### src/rtl/floating_adder.sv
// IEEE-754 binary32 adder, round-to-nearest-even, flush-to-zero on subnormals.
// Combinational core with an optional output register (PIPELINE=1).
module floating_adder #(
   parameter int PIPELINE = 0
) (
   input  logic [31:0] op_a,
   input  logic [31:0] op_b,
   input  logic        clk,
   input  logic        rst_n,
   output logic [31:0] result
);

   localparam logic [31:0] QNAN = 32'h7FC0_0000;

   // Leading-zero count of a 27-bit value (27 when the value is zero).
   function automatic logic [4:0] lzc27(input logic [26:0] v);
      logic [4:0] n;
      n = 5'd27;
      for (int i = 0; i < 27; i++) begin
         if (v[i]) n = 5'(26 - i);
      end
      return n;
   endfunction

   // mant holds {hidden, 23 fraction, guard, round, sticky}.
   function automatic logic [31:0] round_pack(input logic sign,
                                              input logic signed [9:0] exp,
                                              input logic [26:0] mant);
      logic              inc;
      logic [24:0]       rnd;
      logic signed [9:0] e;
      inc = mant[2] & (mant[1] | mant[0] | mant[3]);
      rnd = {1'b0, mant[26:3]} + {24'b0, inc};
      e   = exp;
      if (rnd[24]) e = e + 10'sd1;
      if (exp <= 10'sd0)   return {sign, 31'b0};
      if (e >= 10'sd255)   return {sign, 8'hFF, 23'b0};
      return {sign, e[7:0], rnd[22:0]};
   endfunction

   logic              sa, sb;
   logic [7:0]        ea, eb;
   logic [22:0]       fa, fb;
   logic              nan_a, nan_b, inf_a, inf_b, zero_a, zero_b;

   assign {sa, ea, fa} = op_a;
   assign {sb, eb, fb} = op_b;
   assign nan_a  = (ea == 8'hFF) && (fa != 23'b0);
   assign nan_b  = (eb == 8'hFF) && (fb != 23'b0);
   assign inf_a  = (ea == 8'hFF) && (fa == 23'b0);
   assign inf_b  = (eb == 8'hFF) && (fb == 23'b0);
   assign zero_a = (ea == 8'h00);
   assign zero_b = (eb == 8'h00);

   logic              swap, sl;
   logic [7:0]        el, es, d;
   logic [23:0]       ml, ms;
   logic [49:0]       wide;
   logic [26:0]       large_al, small_al, norm;
   logic [27:0]       raw;
   logic [4:0]        lz;
   logic signed [9:0] en;
   logic [31:0]       sum_p0;
   logic [31:0]       result_p1;

   // stage p0: unpack, align, add, normalize, round
   always_comb begin
      swap     = {eb, fb} > {ea, fa};
      sl       = swap ? sb : sa;
      el       = swap ? eb : ea;
      es       = swap ? ea : eb;
      ml       = {1'b1, swap ? fb : fa};
      ms       = {1'b1, swap ? fa : fb};
      d        = el - es;
      wide     = {ms, 26'b0} >> d;
      large_al = {ml, 3'b000};
      if (d >= 8'd26) small_al = 27'd1;
      else            small_al = {wide[49:24], |wide[23:0]};

      if (sa == sb) raw = {1'b0, large_al} + {1'b0, small_al};
      else          raw = {1'b0, large_al} - {1'b0, small_al};

      lz = lzc27(raw[26:0]);
      en = $signed({2'b00, el});
      if (raw[27]) begin
         norm = {raw[27:2], raw[1] | raw[0]};
         en   = en + 10'sd1;
      end else begin
         norm = raw[26:0] << lz;
         en   = en - $signed({5'b0, lz});
      end

      if (nan_a || nan_b)                   sum_p0 = QNAN;
      else if (inf_a && inf_b && (sa != sb)) sum_p0 = QNAN;
      else if (inf_a)                       sum_p0 = op_a;
      else if (inf_b)                       sum_p0 = op_b;
      else if (zero_a && zero_b)            sum_p0 = {sa & sb, 31'b0};
      else if (zero_a)                      sum_p0 = op_b;
      else if (zero_b)                      sum_p0 = op_a;
      else if (raw == 28'b0)                sum_p0 = 32'h0000_0000;
      else                                  sum_p0 = round_pack(sl, en, norm);
   end

   // stage p1: optional output register
   always_ff @(posedge clk or negedge rst_n) begin
      if (!rst_n) result_p1 <= 32'h0000_0000;
      else        result_p1 <= sum_p0;
   end

   assign result = (PIPELINE != 0) ? result_p1 : sum_p0;

endmodule

### config.mk
export PLATFORM = sky130hd
export DESIGN_NAME = floating_adder
export DESIGN_NICKNAME = d
export VERILOG_FILES = /design/src/rtl/floating_adder.sv
export SDC_FILE = /design/constraint.sdc
export NUM_CORES = 1
export LEC_CHECK = 0
export CORE_AREA = 3 3 181 227
export DETAILED_ROUTE_END_ITERATION = 12
export DIE_AREA = 0 0 184 230
export SLEW_MARGIN = 20
export SYNTH_ARGS = -nofsm -noshare
export SYNTH_HDL_FRONTEND = slang
export SYNTH_SLANG_ARGS = --single-unit
### constraint.sdc
create_clock -name vclk -period 20.4
set_input_delay 3.06 -clock vclk [all_inputs]
set_output_delay 3.06 -clock vclk [all_outputs]
set_load 0.01 [all_outputs]
Word level (Yosys, flattened, before mapping)
Index checks and enable logic that the tools add are counted.

Register bits: 0. Bits of input ports: 66. Output and inout bits: 32.

Add/sub/neg operators: 7. Order comparisons: 4. Equality and inequality tests: 4. Shift-type cells: 2. Multiplexer cells: 76. Bitwise operators: 5. Reductions and logical operators: 16.

Operator list (count): $mux W32 (12); $mux W5 (26); $mux W10 (10); $mux W27 (2); $shr A50 B8 Y50 (1); $logic_not A23 Y1 (2); $mux W23 (2); $reduce_bool A23 Y1 (2); $gt A31 B31 Y1 (1); $add A27 B27 Y28 (1); $logic_not A28 Y1 (1); $mux W28 (1); $sub A27 B27 Y28 (1); $shl A27 B5 Y27 (1); $add A24 B1 Y25 (1); $reduce_or A24 Y1 (1); $mux W1 (21); $eq A8 B8 Y1 const B (2); $logic_not A8 Y1 (2); $mux W8 (2); $add A10 B2 Y10 const B (1); $ge A10 B9 Y1 const B (1); $le A10 B1 Y1 const B (1); $add A8 B1 Y9 const B (1); 9 further kinds (18).

Depth between registers and ports, before layout
Depth after elaboration: 71. Gate-level depth with buffers: 70.

Worst setup path after synthesis
OpenSTA, ideal clock, no wires.

Path kind: input to output. Start point: input op_a[26]. End point: output result[20]. Arrival: 15154 ps. Required time: 17340 ps. Slack: 2186 ps. Stages: 56. Cell sequence: clkbuf_1 > inv_1 > ha_1 > buf_4 > a211o_1 > a31oi_1 > o32ai_1 > o21a_1 > buf_4 > nor2_4 > buf_4 > buf_4 > buf_4 > clkbuf_1 > a21oi_1 > ha_1 > or4_1 > nand2_1 > (+20 left out) > buf_6 > buf_2 > ha_1 > inv_1 > fa_1 > a21o_1 > a21oi_1 > nor2b_1 > nor3_1 > nand4_1 > o41a_1 > and2_1 > a41oi_1 > nand4b_1 > mux2i_4 > buf_6 > nand3_1 > a21oi_1.

Longest elaborated chain between the ends: 71. Elaborated cells on any way between the ends: 101. Those cells by class: add/sub (7); order compare (4); eq/ne (1); shift (2); mux (74); bitwise (4); reduce/logical (9).

RTL lines: start, declared (line 6) `input logic [31:0] op_a,`; $gt A31 B31 Y1 (line 68) `swap = {eb, fb} > {ea, fa};`; $mux W8 (on tied branches) (line 70, 71); $sub A8 B8 Y8 (line 74) `d = el - es;`; $shr A50 B8 Y50 (line 75) `wide = {ms, 26'b0} >> d;`; $reduce_or A24 Y1 (line 78) `else small_al = {wide[49:24], |wide[23:0]};`; $mux W27 (line 77) `if (d >= 8'd26) small_al = 27'd1;`; $sub A27 B27 Y28 / $add A27 B27 Y28 (equally long branches) (line 81, 80); $mux W28 (line 80) `if (sa == sb) raw = {1'b0, large_al} + {1'b0, small_al};`; (+55 left out); $mux W32 (line 100) `else if (raw == 28'b0) sum_p0 = 32'h0000_0000;`; $mux W32 (line 99) `else if (zero_b) sum_p0 = op_a;`; $mux W32 (line 98) `else if (zero_a) sum_p0 = op_b;`; $mux W32 (line 97) `else if (zero_a && zero_b) sum_p0 = {sa & sb, 31'b0};`; $mux W32 (line 96) `else if (inf_b) sum_p0 = op_b;`; $mux W32 (line 95) `else if (inf_a) sum_p0 = op_a;`; $mux W32 (line 94) `else if (inf_a && inf_b && (sa != sb)) sum_p0 = QNAN;`; $mux W32 * (line 93) `if (nan_a || nan_b) sum_p0 = QNAN;`; end, declared (line 10) `output logic [31:0] result`.

Mark *: on every way between the ends. The rest lies on a longest branch, timed or not. The select of a mux whose other input is x is not followed.

Worst setup path after layout
Start point: input op_a[4]. End point: output result[21].

The elaborated chain is that of the path after synthesis.

==> impl_metrics.tcl <==
set metrics [dict create \
    status "complete, no violations" \
    pwr-share-seq_pct 0 \
    path_max_fanout 69 \
    fp.dieW_um 184 \
    max_cap_violations 0 \
    post_drt_via_cell_ratio 6.67 \
    detailedRoute.firstIterationViolations 1851 \
    grt_setup_unrepaired "false" \
    cp-start-kind "primary input" \
    cp.arrival_ns 16.31 \
    min_from "op_a[31]" \
    dpl_wire_length_um 55700 \
    fin_max_slew_vios 0 \
    drt_wl_total_um 68000 \
    power_density_mw_per_mm2 87.0 \
    cp-end-kind "output pin" \
    placed_cells_incl_taps 2635 \
    yosysWarningCount 0 \
    numPortBuffers 96 \
    die_area_mm2 0.0423 \
    final_period_minus_worst_setup_slack_ns 19.37 \
    drive_above_1_share_pct 11.1 \
    synth_common_cells "nand2_1, a21oi_1, nor2_1" \
    area_growth_from_synthesis_to_layout_pct 12.5 \
    wire_length_of_the_first_global_routing_pass_um 101000 \
    nFlopsAndLatches 0 \
    synth_cell_type_count 120 \
    setup_viol 0 \
    cp_slowest_stage_delay_ns 0.72 \
    clkPwrFrac_pct 0 \
    seqCellArea_um2 0 \
    starting_density_of_the_core_pct 34.7 \
    combPwrFrac_pct 100.0 \
    pin_count 98 \
    antenna-diode-count 0 \
    rows 81 \
    grt_pass1_vias 16600 \
    post_synth_main_area_contributors "ha_1, nand2_1, a21oi_1" \
    dpl_worst_slack_ns 0.830 \
    cellInternalPower_mw 0.493 \
    drc 0 \
    setup-tns-final_ns 0 \
    post_synth_instance_area_mm2 0.0136 \
    final_critical_path_setup_slack_ns 1.03 \
    synth_fp_nets 2237 \
    post_layout_nonfiller_instances 2637 \
    post_drt_wl_per_cell_um 25.8 \
    synth.avg_cell_area_um2 6.52 \
    fp.coreArea_mm2 0.0391 \
    globalplace.congestion 1.02 \
    post-route-period-util_pct 95.0 \
    synth_top_cell_area_share_pct 8.30 \
    drt-pass1-iter-count 6 \
    total_switching_power_mw 0.833 \
    cp.required_ns 17.34 \
    via_count 17600 \
    timing_worst_slew_pin_value_ns 1.20 \
    multi_input_area_mm2 0.0125 \
    grt_max_degree 84 \
    cellLeakagePower_nw 5.98 \
    fp.dieH_um 230 \
    max-vdd-ir-drop_mv 0.0278 \
    max_slew_margin_pct 20.0 \
    whs_path_depth 4 \
    grt_overflow 0 \
    filler_cell_count 4272 \
    grt.total_usage_pct 30.4 \
    critical_path_class "in2out" \
    grt_antenna_before_repair 0 \
    holdCritPathClass "in2out" \
    synth_sequential_area_ratio_pct 0 \
    switching_share_pct 62.8 \
    whs_endpoint "result[31]" \
    postRouteAntennaNets 0 \
    achievable-frequency_ghz 0.0516 \
    worst_path_max_delay_cell "o32ai_2" \
    synth_most_common_cell "nand2_1" \
    netlist_instances 2079 \
    clock_buffers 0 \
    layout.nets 2299 \
    hold_viol_final 0 \
    synth_largest_area_cell "ha_1" \
]
[area by class of cell]
type / count / area share, %
Tap cell: 498 / 4.09
Inverter: 117 / 2.90
Timing Repair Buffer: 197 / 11.3
Multi-Input combinational cell: 1825 / 81.7
[critical path, delay by kind of cell]
kind | cells | cell delay [ns]
and+or+nand+nor | 16 | 4.77
xor gates and xnor gates | 1 | 0.23
AOI/OAI and AO/OA | 14 | 4.73
buffers and inverters | 7 | 2.53
adders and majority gates | 2 | 0.56
muxes | 1 | 0.38
[worst max-delay path by stage]
stage               startpoint          to  slack (ns)  cells after the start
floorplan             op_a[26]  result[20]        2.19                     56
global placement      op_a[26]  result[12]        1.02                     41
detailed placement    op_a[26]  result[12]        0.83                     46
CTS                   op_a[26]  result[13]        0.78                     46
global route          op_a[25]  result[24]        0.09                     54
finish                 op_a[4]  result[21]        1.03                     41
[kinds of logic (layout without fill, tap and decap cells)]
family,Yosys count,count (layout),share of synthesized area (%)
simple gates,818,818,30.5
compound gates,762,762,40.1
buf+inv,254,314,8.63
mux,94,94,8.42
fa+ha+maj,92,92,8.60
xor+xnor,59,59,3.81
[placed cells by master (no fill, tap or decap), drive strengths merged, types with 19 or more instances in the layout]
cell type,netlist,final
a21oi,178,178
inv,116,116
nor4,43,43
nand2,239,239
clkdlybuf4s50,0,96
nor3,81,81
a211oi,36,36
o211ai,43,43
nand3,76,76
ha,90,90
mux2,21,21
a31oi,25,25
buf,73,101
and3,21,21
or3,35,35
o21ai,165,165
nand4,33,33
xnor2,39,39
a21o,36,36
xor2,20,20
a221oi,24,24
and2,20,20
mux2i,61,61
nor2,172,172
nor2b,21,21
nand2b,19,19
[per-layer routing]
metal	track usage [%]	vias up	share of wire, %	wire length (µm)
li1	-	8062	-	-
met1	36.8	8308	38	26200
met2	50.5	969	46	31400
met3	2.72	244	6.5	4440
met4	21.1	0	8.8	5980
met5	0	-	0	0
[power by group through the flow]
stage	clock, mW	combinational (mW)	sequential, mW
2_1_floorplan	0	0.801	0
3_3_place_gp	0	1.28	0
3_5_place_dp	0	1.28	0
4_1_cts	0	1.28	0
5_1_grt	0	1.40	0
6_report	0	1.33	0
[per-stage QoR]
stage | utilization (%) | hold WS [ns] | cell area (µm²) | power, mW
after floorplan | - | 6.28 | 13600 | 0.801
after global placement | 38.8 | 7.31 | 15200 | 1.28
after detailed placement | 38.8 | 7.31 | 15200 | 1.28
after CTS | 38.8 | 7.31 | 15200 | 1.28
after global routing | 39.0 | 7.36 | 15300 | 1.40
final | 39.0 | 7.32 | 15300 | 1.33
[what timing repair did]
action                     in CTS  in global routing
hold buffers                    0                  0
resized for setup               0                  9
setup buffers                   0                  2
setup endpoints to repair       0                 31
Note: power is estimated with default switching activity, not from simulation.
